===== config.mk =====
export PLATFORM = sky130hd
export DESIGN_NAME = prbs_gen_mp
export DESIGN_NICKNAME = d
export VERILOG_FILES = /design/src/rtl/prbs_pkg.sv /design/src/rtl/prbs_lfsr_adv.sv /design/src/rtl/prbs_gen_mp.sv
export SDC_FILE = /design/constraint.sdc
export NUM_CORES = 1
export LEC_CHECK = 0
export ABC_AREA = 1
export CORE_MARGIN = 2
export CORE_UTILIZATION = 59
export DETAILED_ROUTE_END_ITERATION = 7
export HOLD_SLACK_MARGIN = 0.02
export PLACE_DENSITY = 0.91
export SYNTH_ARGS = -nofsm -noshare
export SYNTH_HDL_FRONTEND = slang
export SYNTH_SLANG_ARGS = --single-unit

===== constraint.sdc =====
create_clock -name clk_i -period 3.63 [get_ports clk_i]
set_input_delay 0.5445 -clock clk_i [delete_from_list [all_inputs] [get_ports clk_i]]
set_output_delay 0.5445 -clock clk_i [all_outputs]
set_load 0.1 [all_outputs]

===== src/rtl/prbs_pkg.sv =====
// Mode encoding, per-mode LFSR length/tap and state masks for the multi-polynomial PRBS generator.
package prbs_pkg;

  typedef enum logic [1:0] {
    MODE_PRBS7  = 2'd0,
    MODE_PRBS15 = 2'd1,
    MODE_PRBS23 = 2'd2,
    MODE_PRBS31 = 2'd3
  } prbs_mode_e;

  localparam int unsigned STATE_W = 31;

  localparam int unsigned LEN_PRBS7  = 7;
  localparam int unsigned LEN_PRBS15 = 15;
  localparam int unsigned LEN_PRBS23 = 23;
  localparam int unsigned LEN_PRBS31 = 31;

  localparam int unsigned TAP_PRBS7  = 6;
  localparam int unsigned TAP_PRBS15 = 14;
  localparam int unsigned TAP_PRBS23 = 18;
  localparam int unsigned TAP_PRBS31 = 28;

  localparam logic [STATE_W-1:0] MASK_PRBS7  = 31'h0000_007F;
  localparam logic [STATE_W-1:0] MASK_PRBS15 = 31'h0000_7FFF;
  localparam logic [STATE_W-1:0] MASK_PRBS23 = 31'h007F_FFFF;
  localparam logic [STATE_W-1:0] MASK_PRBS31 = 31'h7FFF_FFFF;

  localparam logic [STATE_W-1:0] STATE_RST = 31'h7FFF_FFFF;

  // Doubles as the all-ones lockup-guard seed for the selected mode.
  function automatic logic [STATE_W-1:0] prbs_mask(input prbs_mode_e mode);
    logic [STATE_W-1:0] m;
    case (mode)
      MODE_PRBS7:  m = MASK_PRBS7;
      MODE_PRBS15: m = MASK_PRBS15;
      MODE_PRBS23: m = MASK_PRBS23;
      default:     m = MASK_PRBS31;
    endcase
    return m;
  endfunction

endpackage


===== src/rtl/prbs_lfsr_adv.sv =====
// Combinational DATA_W-step LFSR advance: produces one word (oldest bit at MSB) and the
// state after DATA_W steps for the selected polynomial.
module prbs_lfsr_adv
  import prbs_pkg::*;
#(
  parameter int unsigned DATA_W = 16
) (
  input  logic [STATE_W-1:0] state,
  input  prbs_mode_e         mode,
  output logic [DATA_W-1:0]  word,
  output logic [STATE_W-1:0] state_nxt
);

  logic [STATE_W-1:0] s;
  logic               fb;

  always_comb begin
    word = '0;
    s    = state;
    fb   = 1'b0;
    for (int i = 0; i < DATA_W; i++) begin
      case (mode)
        MODE_PRBS7: begin
          word[DATA_W-1-i] = s[LEN_PRBS7-1];
          fb = s[LEN_PRBS7-1] ^ s[TAP_PRBS7-1];
        end
        MODE_PRBS15: begin
          word[DATA_W-1-i] = s[LEN_PRBS15-1];
          fb = s[LEN_PRBS15-1] ^ s[TAP_PRBS15-1];
        end
        MODE_PRBS23: begin
          word[DATA_W-1-i] = s[LEN_PRBS23-1];
          fb = s[LEN_PRBS23-1] ^ s[TAP_PRBS23-1];
        end
        default: begin
          word[DATA_W-1-i] = s[LEN_PRBS31-1];
          fb = s[LEN_PRBS31-1] ^ s[TAP_PRBS31-1];
        end
      endcase
      // Bits above N never reach the output; masking keeps the state canonical.
      s = {s[STATE_W-2:0], fb} & prbs_mask(mode);
    end
    state_nxt = s;
  end

endmodule


===== src/rtl/prbs_gen_mp.sv =====
// Multi-polynomial PRBS generator (PRBS7/15/23/31), DATA_W bits per word, 1-cycle latency,
// valid/ready output held stable under backpressure. Optional bit-0 error inject: PRBS_ERR_INJ_EN.
module prbs_gen_mp
  import prbs_pkg::*;
#(
  parameter int unsigned DATA_W = 16,
  parameter int unsigned CNT_W  = 32
) (
  input  logic              clk_i,
  input  logic              rst_ni,
  input  logic              en_i,
  input  logic              load_i,
  input  logic [1:0]        mode_i,
  input  logic [30:0]       seed_i,
  input  logic              inj_i,
  output logic [DATA_W-1:0] data_o,
  output logic              data_valid_o,
  input  logic              data_ready_i,
  output logic [CNT_W-1:0]  word_cnt_o
);

  logic [STATE_W-1:0] state_q;
  logic [STATE_W-1:0] state_adv;
  logic [STATE_W-1:0] seed_mask;
  logic [STATE_W-1:0] seed_masked;
  logic [STATE_W-1:0] seed_load;
  prbs_mode_e         mode_q;
  logic [DATA_W-1:0]  word_adv;
  logic [DATA_W-1:0]  word_out;
  logic               produce;
  logic               accept;

  assign accept  = data_valid_o && data_ready_i;
  assign produce = en_i && (!data_valid_o || data_ready_i);

  assign seed_mask   = prbs_mask(prbs_mode_e'(mode_i));
  assign seed_masked = seed_i & seed_mask;
  assign seed_load   = (seed_masked == '0) ? seed_mask : seed_masked;

  prbs_lfsr_adv #(
    .DATA_W(DATA_W)
  ) u_adv (
    .state    (state_q),
    .mode     (mode_q),
    .word     (word_adv),
    .state_nxt(state_adv)
  );

`ifdef PRBS_ERR_INJ_EN
  localparam logic [DATA_W-1:0] INJ_BIT = DATA_W'(1);

  logic inj_q;
  logic inj_pend;

  // Only the word carries the error; state_q always advances from the clean LFSR.
  always_ff @(posedge clk_i or negedge rst_ni) begin
    if (!rst_ni) begin
      inj_q    <= 1'b0;
      inj_pend <= 1'b0;
    end else begin
      inj_q <= inj_i;
      if (load_i)
        inj_pend <= 1'b0;
      else if (produce && inj_pend)
        inj_pend <= 1'b0;
      else if (inj_i && !inj_q)
        inj_pend <= 1'b1;
    end
  end

  assign word_out = inj_pend ? (word_adv ^ INJ_BIT) : word_adv;
`else
  logic unused_inj;
  assign unused_inj = inj_i;
  assign word_out   = word_adv;
`endif

  always_ff @(posedge clk_i or negedge rst_ni) begin
    if (!rst_ni) begin
      state_q      <= STATE_RST;
      mode_q       <= MODE_PRBS15;
      data_o       <= '0;
      data_valid_o <= 1'b0;
      word_cnt_o   <= '0;
    end else if (load_i) begin
      state_q      <= seed_load;
      mode_q       <= prbs_mode_e'(mode_i);
      data_valid_o <= 1'b0;
      word_cnt_o   <= '0;
    end else begin
      if (produce) begin
        data_o       <= word_out;
        data_valid_o <= 1'b1;
        state_q      <= state_adv;
      end else if (accept) begin
        data_valid_o <= 1'b0;
      end
      if (accept)
        word_cnt_o <= word_cnt_o + 1'b1;
    end
  end

endmodule


Word-level counts from Yosys, hierarchy flattened

Cells that the tools add are included.
Widths: inputs -> output; s select.

Register bits after elaboration: 82
Bits of input ports: 39
Output and inout bits: 49
Word-level logic and storage cells: 145

Add/sub/neg operators: 1
Eq/ne operators: 4
Mux-type cells: 42
Bitwise logic cells: 82
Reductions and logical operators: 11

Operators with widths:

| cell                  | number |
|---|---|
| $and 31x31->31        | 17 |
| $pmux 31 s3           | 2 |
| $pmux 1 s3            | 32 |
| $mux 31               | 3 |
| $mux 32               | 2 |
| $xor 1x1->1           | 64 |
| $add 32x1->32 const B | 1 |
| $logic_not 31->1      | 1 |
| $eq 2x1->1 const B    | 2 |
| $eq 2x2->1 const B    | 2 |
| $logic_not 2->1       | 2 |
| $reduce_bool 2->1     | 2 |
| $mux 1                | 3 |
| $reduce_bool 3->1     | 1 |
| $logic_and 1x1->1     | 2 |
| $reduce_and 2->1      | 1 |
| $logic_not 1->1       | 1 |
| $logic_or 1x1->1      | 1 |
| $not 1->1             | 1 |

Logic depth before layout (Yosys ltp)

Gate-level depths: netlist of the first run.

Depth after elaboration: 50
Depth in mapped cells: 17
Mapped depth without buffers: 16

Cells and area by module

A second synthesis of the first run with hierarchy kept.

Cells, all modules: 988
Area, all modules: 6237.2 um2

By module, submodules not included:

| module        | times used | cells each | area an instance (um2) | sequential area each (um2) |
|---|---|---|---|---|
| prbs_gen_mp   | 1          | 645        | 4645.7                 | 2092.0 |
| prbs_lfsr_adv | 1          | 343        | 1591.5                 | 0.0 |

Worst setup path after synthesis of the first run

Ideal clock, no wire load.

Kind: register to register
Start point: register word_cnt_o[0]
End point: register word_cnt_o[22]
Library setup time: 0.124 ns
Arrival: 2.470 ns
Required time: 3.506 ns
Setup slack: 1.036 ns
Cell stages (with the launch flop): 13
Path buffers: 0
Period minus slack after synthesis: 2.594 ns
Cell sequence: dfrtp_1 -> ha_1 -> inv_1 -> nor3_4 -> nand2_4 -> nor2_4 -> nand2_1 -> nor3_2 -> nand2_1 -> nor2_1 -> nand3_1 -> o21ai_0 -> a21oi_1

Longest elaborated chain between the ends: 3

Ends and longest elaborated chain:

| item                     | line              | source |
|---|---|---|
| start: declaration       | prbs_gen_mp.sv:19 | `output logic [CNT_W-1:0] word_cnt_o` |
| start signal: assignment | prbs_gen_mp.sv:99 | `word_cnt_o <= word_cnt_o + 1'b1;` |
| $add 32x1->32            | prbs_gen_mp.sv:99 |  |
| $mux 32                  | prbs_gen_mp.sv:98 | `if (accept)` |
| $mux 32                  | prbs_gen_mp.sv:85 | `end else if (load_i) begin` |

No other way between the ends. The select of a mux whose other input is x is not followed.
A chain may end at the register's enable or synchronous reset.

Final worst setup path of the first run

Start point: input port mode_i[1]
End point: register state_q[5]

Longest elaborated chain between the ends: 6
Elaborated cells on any way between the ends: 8
Classes of those cells: eq/ne: 2; mux: 3; bitwise: 1; reduce/logical: 2

Ends and longest elaborated chain:

| item                                     | line              | source |
|---|---|---|
| start: declaration                       | prbs_gen_mp.sv:13 | `input logic [1:0] mode_i,` |
| $eq 2x2->1, or another cell as far along | prbs_pkg.sv:33    | `case (mode)` |
| $pmux 31 s3 *                            | prbs_pkg.sv:33    |  |
| $and 31x31->31 *                         | prbs_gen_mp.sv:37 | `assign seed_masked = seed_i & seed_mask;` |
| $logic_not 31->1 *                       | prbs_gen_mp.sv:38 | `assign seed_load = (seed_masked == '0) ? seed_mask : seed_masked;` |
| $mux 31 *                                | prbs_gen_mp.sv:38 |  |
| $mux 31 *                                | prbs_gen_mp.sv:85 |  |
| end signal: assignment                   | prbs_gen_mp.sv:86 | `state_q <= seed_load;` |
| end signal: assignment                   | prbs_gen_mp.sv:94 | `state_q <= state_adv;` |
| end: declaration                         | prbs_gen_mp.sv:22 | `logic [STATE_W-1:0] state_q;` |

Every way passes the cells marked *; elsewhere a longest branch is shown, timed or not.

==> results of run 1 <==
==> worst max path at each step <==
stage / slack [ns] / end
global placement: 0.72 / state_q[5]
CTS: 1.03 / word_cnt_o[5]
floorplan: 1.04 / word_cnt_o[22]
global route: 0.78 / state_q[1]
finish: 0.92 / state_q[5]
detailed placement: 0.69 / state_q[5]
==> power by group through the flow <==
stage                     logic [mW]  clock network, mW  registers [mW]
after floorplan                0.493                  0            1.43
after global placement          1.12                  0            1.16
after detailed placement        1.12                  0            1.16
after CTS                       1.13              0.673            1.14
after global routing            1.22              0.724            1.16
final                           1.15              0.671            1.15
==> final cells by class <==
class | count | area share
clock buffer | 11 | 0.01911
tap | 133 | 0.02421
multi-input combinational | 569 | 0.4518
inverter | 105 | 0.05770
clock inverter | 5 | 0.008191
sequential | 82 | 0.3043
timing repair buffer | 95 | 0.1347
==> stage by stage <==
stage	area, sq um	setup WS, ns	power (mW)	utilization	std cells
2_1_floorplan	5741	1.036	1.921	-	785
3_3_place_gp	6686	0.7168	2.273	0.6969	984
3_5_place_dp	6686	0.6882	2.284	0.6969	984
4_1_cts	6874	1.032	2.945	0.7165	1000
5_1_grt	6874	0.7821	3.102	0.7165	1000
6_report	6874	0.9222	2.971	0.7165	1000
==> kinds of logic after synthesis <==
kind of cell / count (synthesis) / share of synthesized area
and+or+nand+nor: 325 / 0.2827
adders and majority gates: 1 / 0.002179
DFF: 82 / 0.3644
buffers and inverters: 134 / 0.09459
AOI/OAI and AO/OA: 237 / 0.2470
xor gates and xnor gates: 6 / 0.009154
==> routing by layer <==
metal | up-vias | track usage | wire (um)
met4 | 0 | 0.2277 | 1120
met2 | 422 | 0.6370 | 9529
met5 | - | 0 | 0
met3 | 80 | 0.08271 | 2116
li1 | 2845 | - | -
met1 | 2972 | 0.4966 | 7446
==> flip-flops by register name (all words and copies together), names as in the netlist <==
name          count
word_cnt_o       32
mode_q            2
state_q          31
data_o           16
data_valid_o      1
==> worst register-to-register path: stages (launching register included) <==
cell,delay [ns]
dfstp_2,0.79
inv_1,0.17
nor2_2,0.36
nand3_1,0.16
nand2_1,0.12
nor2_2,0.05
nand2_2,0.13
inv_1,0.06
nand2_1,0.11
nand3_4,0.10
nand2_2,0.10
nand3_1,0.08
nand2_1,0.10
nand2_1,0.08
nand2_1,0.07
nand2_1,0.05
==> placed cells by master (no fill, tap or decap), types with 10 or more instances in the layout <==
cell / Yosys / routed
a21oi_1: 78 / 78
buf_4: 2 / 10
clkdlybuf4s50_1: 0 / 85
dfrtp_1: 50 / 50
dfstp_2: 32 / 32
inv_1: 98 / 98
nand2_1: 134 / 134
nand2_2: 12 / 12
nand3_1: 41 / 41
nand4_1: 13 / 13
nor2_1: 60 / 60
nor3_1: 18 / 18
o211ai_1: 17 / 17
o21ai_0: 83 / 83
==> reports/summary.txt, run 1 <==
Crit-path cells: clkdlybuf4s50_1, nand2_4, nor2_1, a211oi_1, nand3_1, nor2_2, nand2_4, inv_2, o21ai_0, o211ai_1
CTS tree: yes
RSZ-0062 raised after global routing: false
Slowest CP cell: clkdlybuf4s50_1
Sequential fraction of the synthesis area: 0.3644
Endpoints failing setup: 0
First-pass GRT wire length: 31,600 um
Status: complete, no violations
Vias in the first global route: 5,901
Min-delay worst type: input port to asynchronous set/reset pin
I/O pin count: 88
RD Place Congestion: 1.064
Mapped Nets: 825
Antenna violations before repair: 0
Seq cells post-synth: 82
DRC viols: 0
Fillers: 794
Max Fclk: 369.3 MHz
Routed length per instance: 20.21 um
CTS Hold Buffers Added: 0
Max-slew violations: 0
Worst-path fanout max: 11
Crit. End Element: flip-flop
P_leak: 2.940 nW
Syn Inst Count: 785
# Post-CTS Setup Buffers: 0
Reg area: 0.002092 sq mm
NetSw: 1.305 mW
Yosys Warn Count: 0
Reg-to-Reg Start: mode_q[0]
Initial DRC Count: 603
Gate power share: 0.387
Via-per-instance ratio: 6.319
Type of origin of the critical path: input port
Worst r2r path cells: 15
R2r endpoint: state_q[1]
# resized after CTS: 0
Largest net degree at the start of global routing: 83
Top-count cell post-synth: nand2_1
Full die area: 0.01054 sq mm
Share of layout cells above drive strength 1: 0.1361
Most frequent cells after synthesis: nand2_1, inv_1, o21ai_0
Asr flop ratio synth: 1.000
CTS H-tree lvls: 3
Hold Fails Final Rpt: 0
Data arrival time of the worst path: 3.00 ns
Main synth FF type: dfrtp_1
Core area: 0.009594 sq mm
HPWL reported at the end of detailed placement: 14,930 um
Flop2flop setup slack: 1.03 ns
Initial Utilization: 0.5983
Synthesis-to-finish area growth: 19.75%
Worst path most repeated cell: nand2_4
Routed wire length: 20,210 um
Actual slew at the worst max-slew pin: 1.054 ns
Slowest Stage Delay on Critical Path: 0.86 ns
Mapped Area: 0.005741 sq mm
CTS Buf Count: 9
Post-synth top area share: 0.2180
Setup tns final: 0 ns
Grt total ovfl: 0
Clk slew on worst S/H paths: 0.08 ns
Die span in y: 102.6 um
Worst-Skew Late Latency: 0.37 ns
Clk pwr share: 0.226
1st-pass router iterations: 6
Routed Antenna Nets: 0
Area occupied by multi-input gates: 0.003105 sq mm
Buffer levels on the longest clock path: 2
Crit path depth: 10
Area contributors post-synth: dfrtp_1, dfstp_2, nand2_1
Post-synthesis cell type count: 54
Fin Hold WS: 0.3331 ns
DIE WIDTH: 102.6 um
Required @ worst endpoint: 3.92 ns
Sequential power share: 0.387
Root buffer cell: clkbuf_8
Worst Setup Path Type: input port to flip-flop
PwrDens: 432.3 mW/mm^2
Net Sw Frac: 0.4393
Vias: 6,319
Worst Setup SP: mode_i[1]
Tot GR Track Use: 0.3966
Fin crit share: 0.7459
Crit path buf inv count: 2
N_diodes: 0
Port buffer count: 86
Slew HR: 0.2975
Syn avg cell area: 7.313 sq um
Row cnt: 36
Worst IR Drop VDD: 247.2 uV
Setup Skew: 0.01043 ns
Max-cap violations: 0
Int Pwr: 1.666 mW
Min Tclk post-route: 2.708 ns
Number of synthesized flops with an enable pin: 0
Cell family with most CP delay: buffers and inverters
Nets: 902
CTS Sinks: 82
Area leader, netlist: dfrtp_1
(Power assumes the default switching activity.)
==> run 2: changes to the inputs <==
--- a/config.mk
+++ b/config.mk
@@ -7,10 +7,10 @@
 export LEC_CHECK = 0
 export ABC_AREA = 1
 export CORE_MARGIN = 2
-export CORE_UTILIZATION = 59
+export CORE_UTILIZATION = 55
 export DETAILED_ROUTE_END_ITERATION = 7
 export HOLD_SLACK_MARGIN = 0.02
-export PLACE_DENSITY = 0.91
+export PLACE_DENSITY = 0.86
 export SYNTH_ARGS = -nofsm -noshare
 export SYNTH_HDL_FRONTEND = slang
 export SYNTH_SLANG_ARGS = --single-unit
==> constraint.sdc (replaced) <==
create_clock -name clk_i -period 2.8 [get_ports clk_i]
set_input_delay 0.42 -clock clk_i [delete_from_list [all_inputs] [get_ports clk_i]]
set_output_delay 0.42 -clock clk_i [all_outputs]
set_load 0.1 [all_outputs]
==> reports/summary.txt, run 2 (same netlist as run 1, synthesis figures left out) <==
Status: complete, no violations (unchanged)
Nets: 914 (was 902)
Largest net degree at the start of global routing: 48 (was 83)
RSZ-0062 raised after global routing: false (unchanged)
Full die area: 0.01127 sq mm (was 0.01054 sq mm)
CTS Hold Buffers Added: 1 (was 0)
Routed Antenna Nets: 0 (unchanged)
Non-Filler Instances: 1,015 (was 1,000)
Most common cell after layout, fill and taps aside: nand2_1 (unchanged)
Via-per-instance ratio: 6.261 (was 6.319)
Max-cap violations: 0 (unchanged)
DRC viols: 0 (unchanged)
CTS H-tree lvls: 3 (unchanged)
I/O pin count: 88 (unchanged)
Synthesis-to-finish area growth: 19.62% (was 19.75%)
PwrDens: 567.3 mW/mm^2 (was 432.3 mW/mm^2)
Initial DRC Count: 563 (was 603)
Worst path most repeated cell: nand2_1 (was nand2_4)
Worst Setup Path Type: flip-flop to flip-flop (was input port to flip-flop)
Min-delay worst type: flip-flop to flip-flop (was input port to asynchronous set/reset pin)
N_diodes: 0 (unchanged)
Antenna violations before repair: 0 (unchanged)
Root buffer cell: clkbuf_8 (unchanged)
Slew HR: 0.6122 (was 0.2975)
RD Place Congestion: 1.077 (was 1.064)
Core area: 0.01023 sq mm (was 0.009594 sq mm)
Clk slew on worst S/H paths: 0.09 ns (was 0.08 ns)
Die span in y: 106.2 um (was 102.6 um)
Vias: 6,355 (was 6,319)
Grt total ovfl: 0 (unchanged)
Largest register FFs: 32 (unchanged)
Port buffer count: 86 (unchanged)
Type of origin of the critical path: flip-flop (was input port)
Tot GR Track Use: 0.3834 (was 0.3966)
Endpoints failing setup: 0 (unchanged)
Buffer levels on the longest clock path: 2 (unchanged)
CTS Sinks: 82 (unchanged)
Worst-path fanout max: 9 (was 11)
Data arrival time of the worst path: 2.85 ns (was 3.00 ns)
Worst IR Drop VDD: 342.8 uV (was 247.2 uV)
Crit-path cells: nor2_2, nand3_2, nand3_1, nor2_1, nor2_1, nand2_1, nand2_2, nand3_2, nand2_1, nand3_1, nand2_1, nand2_1, nand2_1 (was clkdlybuf4s50_1, nand2_4, nor2_1, a211oi_1, nand3_1, nor2_2, nand2_4, inv_2, o21ai_0, o211ai_1)
# resized after CTS: 0 (unchanged)
Slowest Stage Delay on Critical Path: 0.53 ns (was 0.86 ns)
Row cnt: 37 (was 36)
CTS Buf Count: 9 (unchanged)
Max Fclk: 395.0 MHz
Actual slew at the worst max-slew pin: 0.5756 ns (was 1.054 ns)
Cell family with most CP delay: simple AND/OR/NAND/NOR gates (was buffers and inverters)
Hold Fails Final Rpt: 0 (unchanged)
HPWL reported at the end of detailed placement: 15,720 um (was 14,930 um)
P_leak: 3.096 nW (was 2.940 nW)
First-pass GRT wire length: 33,220 um (was 31,600 um)
CTS tree: yes (unchanged)
Crit path buf inv count: 0 (was 2)
Required @ worst endpoint: 3.12 ns (was 3.92 ns)
Largest registers: word_cnt_o: 32 flops, state_q: 31 flops, data_o: 16 flops (unchanged)
Routed wire length: 20,710 um (was 20,210 um)
Crit. End Element: flip-flop (unchanged)
Share of layout cells above drive strength 1: 0.2036 (was 0.1361)
Vias in the first global route: 6,163 (was 5,901)
Routed length per instance: 20.41 um (was 20.21 um)
Fillers: 895 (was 794)
Min Tclk post-route: 2.531 ns
1st-pass router iterations: 6 (unchanged)
Max-slew violations: 0 (unchanged)
Setup Skew: 0.008033 ns (was 0.01043 ns)
Worst-Skew Late Latency: 0.37 ns (about the same)
Fin crit share: 0.9041
Most frequent cells in the layout: nand2_1, inv_1, o21ai_0, a21oi_1, buf_4 (was nand2_1, inv_1, clkdlybuf4s50_1, o21ai_0, a21oi_1)
DIE WIDTH: 106.2 um (was 102.6 um)
Setup tns final: 0 ns (unchanged)
Dpl cells: 998 (was 984)
Power Total: 3.895 mW (was 2.971 mW)
Slowest CP cell: dfrtp_1 (was clkdlybuf4s50_1)
Largest Register: word_cnt_o (unchanged)
# Post-CTS Setup Buffers: 0 (unchanged)
Initial Utilization: 0.5611 (was 0.5983)
==> run 2: worst register-to-register path, stage by stage (launching register included) <==
cell and delay [ns]:
dfrtp_1 0.53, nor2_2 0.53, nand3_2 0.19, nand3_1 0.13
nor2_1 0.05, nor2_1 0.16, nand2_1 0.13, nand2_2 0.12
nand3_2 0.16, nand2_1 0.12, nand3_1 0.08, nand2_1 0.14
nand2_1 0.08, nand2_1 0.06
==> run 2: cell type report <==
class                      count  area, sq um  area share
multi-input combinational    569         3105      0.4523
sequential                    82         2092      0.3047
timing repair buffer         107        908.4      0.1323
clock buffer                  10        127.6     0.01859
clock inverter                 6        66.31    0.009657
inverter                     105        396.6     0.05776
tap                          136        170.2     0.02478
==> run 2: power breakdown <==
part           internal, mW  switching [mW]  leakage (nW)
logic                 0.414            1.09          1.99
clock network         0.416           0.479         0.101
registers              1.34           0.160          1.01
==> run 2: metal layers <==
layer / vias to the layer above / track usage / share of wire
li1: 2869 / - / -
met1: 2970 / 0.4699 / 0.37
met2: 417 / 0.6245 / 0.47
met3: 99 / 0.06131 / 0.094
met4: 0 / 0.2509 / 0.065
met5: - / 0 / 0
==> run 2: metrics by stage <==
step	hold WS [ns]	cell area (sq um)	setup WS (ns)	utilization
finish	0.4934	6867	0.2686	0.6712
global route	0.5216	6867	0.1709	0.6712
CTS	0.4967	6867	0.3984	0.6712
detailed placement	0.4163	6663	0.1340	0.6512
global placement	0.4142	6663	0.1700	0.6512
floorplan	0.1244	5741	0.2059	-
==> run 2: path summary, 6_finish.rpt <==
| kind | cells past startpoint | to | slack [ns] | startpoint |
|---|---|---|---|---|
| min reg2reg | 2 | data_o[2] | 0.49 | data_o[2] |
| max in group asynchronous | 3 | state_q[5] | 1.53 | rst_ni |
| max reg2reg | 13 | state_q[0] | 0.27 | mode_q[1] |
| min | 2 | data_o[2] | 0.49 | data_o[2] |
| max | 13 | state_q[0] | 0.27 | mode_q[1] |
| min in group asynchronous | 2 | word_cnt_o[21] | 0.56 | rst_ni |
==> run 3: changes to the inputs <==
--- a/config.mk
+++ b/config.mk
@@ -6,6 +6,7 @@
 export NUM_CORES = 1
 export LEC_CHECK = 0
 export ABC_AREA = 1
+export CORE_ASPECT_RATIO = 0.8
 export CORE_MARGIN = 2
 export CORE_UTILIZATION = 55
 export DETAILED_ROUTE_END_ITERATION = 7
==> reports/summary.txt, run 3 (same netlist as run 1, synthesis figures left out) <==
Full die area: 0.01128 sq mm (was 0.01127 sq mm)
Cell family with most CP delay: flip-flops (was simple AND/OR/NAND/NOR gates)
Slowest CP cell: dfstp_2 (was dfrtp_1)
Worst-path fanout max: 12 (was 9)
Max-cap violations: 0 (unchanged)
Actual slew at the worst max-slew pin: 0.8743 ns (was 0.5756 ns)
Vias: 6,267 (was 6,355)
Tot GR Track Use: 0.3476 (was 0.3834)
CTS Sinks: 82 (unchanged)
Fin Hold WS: 0.1722 ns (was 0.4934 ns)
NetSw: 1.727 mW (was 1.725 mW)
Max Fclk: 418.5 MHz (was 395.0 MHz)
Data arrival time of the worst path: 2.67 ns (was 2.85 ns)
Core area: 0.01020 sq mm (was 0.01023 sq mm)
P_leak: 3.123 nW (was 3.096 nW)
HPWL reported at the end of detailed placement: 14,420 um (was 15,720 um)
Fin crit share: 0.8533 (was 0.9041)
Most common cell after layout, fill and taps aside: nand2_1 (unchanged)
Required @ worst endpoint: 3.08 ns (was 3.12 ns)
Sequential power share: 0.357 (was 0.385)
Worst path most repeated cell: nand2_1 (unchanged)
Root buffer cell: clkbuf_16 (was clkbuf_8)
Endpoints failing setup: 0 (unchanged)
Routed Antenna Nets: 0 (unchanged)
Max-slew violations: 0 (unchanged)
CTS tree: yes (unchanged)
RD Place Congestion: 1.077 (about the same)
Type of origin of the critical path: flip-flop (unchanged)
RSZ-0062 raised after global routing: false (unchanged)
Net Sw Frac: 0.4107 (was 0.4429)
Gate power share: 0.350 (was 0.385)
Min-delay worst type: input port to asynchronous set/reset pin (was flip-flop to flip-flop)
Setup Skew: 0.01027 ns (was 0.008033 ns)
CTS Hold Buffers Added: 0 (was 1)
# resized after CTS: 0 (unchanged)
Antenna violations before repair: 0 (unchanged)
Largest register FFs: 32 (unchanged)
CTS Buf Count: 9 (unchanged)
Clk slew on worst S/H paths: 0.06 ns (was 0.09 ns)
Slowest Stage Delay on Critical Path: 0.76 ns (was 0.53 ns)
Min Tclk post-route: 2.389 ns (was 2.531 ns)
DRC viols: 0 (unchanged)
Crit. End Element: flip-flop (unchanged)
N_diodes: 0 (unchanged)
CTS H-tree lvls: 3 (unchanged)
Synthesis-to-finish area growth: 20.97% (was 19.62%)
Hold Fails Final Rpt: 0 (unchanged)
Row cnt: 33 (was 37)
Die span in y: 95.38 um (was 106.2 um)
Initial DRC Count: 851 (was 563)
Buffer levels on the longest clock path: 2 (unchanged)
Largest Register: word_cnt_o (unchanged)
Core Util, Final: 0.6809 (was 0.6712)
Slew HR: 0.4172 (was 0.6122)
Vias in the first global route: 5,668 (was 6,163)
PwrDens: 605.5 mW/mm^2 (was 567.3 mW/mm^2)
Largest net degree at the start of global routing: 69 (was 48)
Int Pwr: 2.478 mW (was 2.170 mW)
Fillers: 853 (was 895)
Crit path buf inv count: 2 (was 0)
Initial Utilization: 0.5629 (was 0.5611)
Share of layout cells above drive strength 1: 0.2011 (was 0.2036)
Most frequent cells in the layout: nand2_1, inv_1, o21ai_0, a21oi_1, buf_4 (unchanged)
Largest registers: word_cnt_o: 32 flops, state_q: 31 flops, data_o: 16 flops (unchanged)
Worst Setup Path Type: flip-flop to flip-flop (unchanged)
Setup tns final: 0 ns (unchanged)
Grt total ovfl: 0 (unchanged)
Port buffer count: 86 (unchanged)
# Post-CTS Setup Buffers: 0 (unchanged)
Via-per-instance ratio: 6.174 (was 6.261)
I/O pin count: 88 (unchanged)
Status: complete, no violations (unchanged)
DIE WIDTH: 118.2 um (was 106.2 um)
1st-pass router iterations: 5 (was 6)
Crit-path cells: inv_1, nand2_2, buf_4, a21oi_1, o21ai_0, nand2_1, o21a_1, nor2_1, nand2_1, o2111ai_1, nand2_1, nand3_1 (was nor2_2, nand3_2, nand3_1, nor2_1, nor2_1, nand2_1, nand2_2, nand3_2, nand2_1, nand3_1, nand2_1, nand2_1, nand2_1)
First-pass GRT wire length: 30,060 um (was 33,220 um)
Worst-Skew Late Latency: 0.35 ns (was 0.37 ns)
Worst IR Drop VDD: 348.0 uV (was 342.8 uV)
Routed wire length: 19,360 um (was 20,710 um)
Routed length per instance: 19.07 um (was 20.41 um)
Clk pwr share: 0.292 (was 0.230)
Nets: 910 (was 914)
Power Total: 4.205 mW (was 3.895 mW)
run 3: changes by cell type in the layout (fill, tap and decap cells not counted):
cell,change
clkbuf_8,-6
dlygate4sd3_1,-1
buf_4,-2
clkbuf_16,+10
clkinv_4,-1
clkinvlp_4,+1
inv_6,-1
clkinv_2,-2
bufinv_16,-1
buf_12,-1
run 3: final cells by class:
cell class	instances	area, sq um	area share
clock buffers	14	295.3	0.04252
well taps	140	175.2	0.02523
clock inverters	2	16.27	0.002342
flip-flops and latches	82	2092	0.3013
inverters	105	396.6	0.05712
multi-input cells	569	3105	0.4472
repair buffers	103	863.3	0.1243
run 3: per-stage QoR:
stage                     cells  worst slack, ns  cell area, sq um
after floorplan             785           0.2059              5741
after global placement      999           0.2714              6633
after detailed placement    999           0.1780              6633
after CTS                  1015           0.4758              6944
after global routing       1015           0.2240              6944
final                      1015           0.4107              6944
run 3: per-layer routing:
layer,wire length [um],share of wire,global-route usage
met5,0,0,0.01786
met4,491,0.025,0.1195
met3,2566,0.13,0.1118
met2,7921,0.41,0.4851
met1,8378,0.43,0.5023
run 3: worst register-to-register path: stages, from the launching register on:
cell and delay (ns):
dfstp_2 0.76, inv_1 0.18, nand2_2 0.23, buf_4 0.23
a21oi_1 0.05, o21ai_0 0.08, nand2_1 0.07, o21a_1 0.20
nor2_1 0.19, nand2_1 0.08, o2111ai_1 0.10, nand2_1 0.09
nand3_1 0.08
run 3: path summary, 6_finish.rpt:
check / depth (start not counted) / to / slack (ns) / start
worst min-delay path: 1 / word_cnt_o[7] / 0.17 / rst_ni
worst max register to register: 12 / state_q[4] / 0.41 / mode_q[0]
max in group asynchronous: 2 / state_q[10] / 1.87 / rst_ni
worst max-delay path: 12 / state_q[4] / 0.41 / mode_q[0]
min in group clk_i: 2 / data_o[7] / 0.48 / data_o[7]
worst min register to register: 2 / data_o[7] / 0.48 / data_o[7]
run 3: power groups by stage:
| stage | Combinational (mW) | Clock [mW] | Sequential (mW) |
|---|---|---|---|
| 2_1_floorplan | 0.639 | 0 | 1.85 |
| 3_3_place_gp | 1.43 | 0 | 1.50 |
| 3_5_place_dp | 1.44 | 0 | 1.51 |
| 4_1_cts | 1.44 | 1.23 | 1.49 |
| 5_1_grt | 1.57 | 1.29 | 1.51 |
| 6_report | 1.47 | 1.23 | 1.50 |
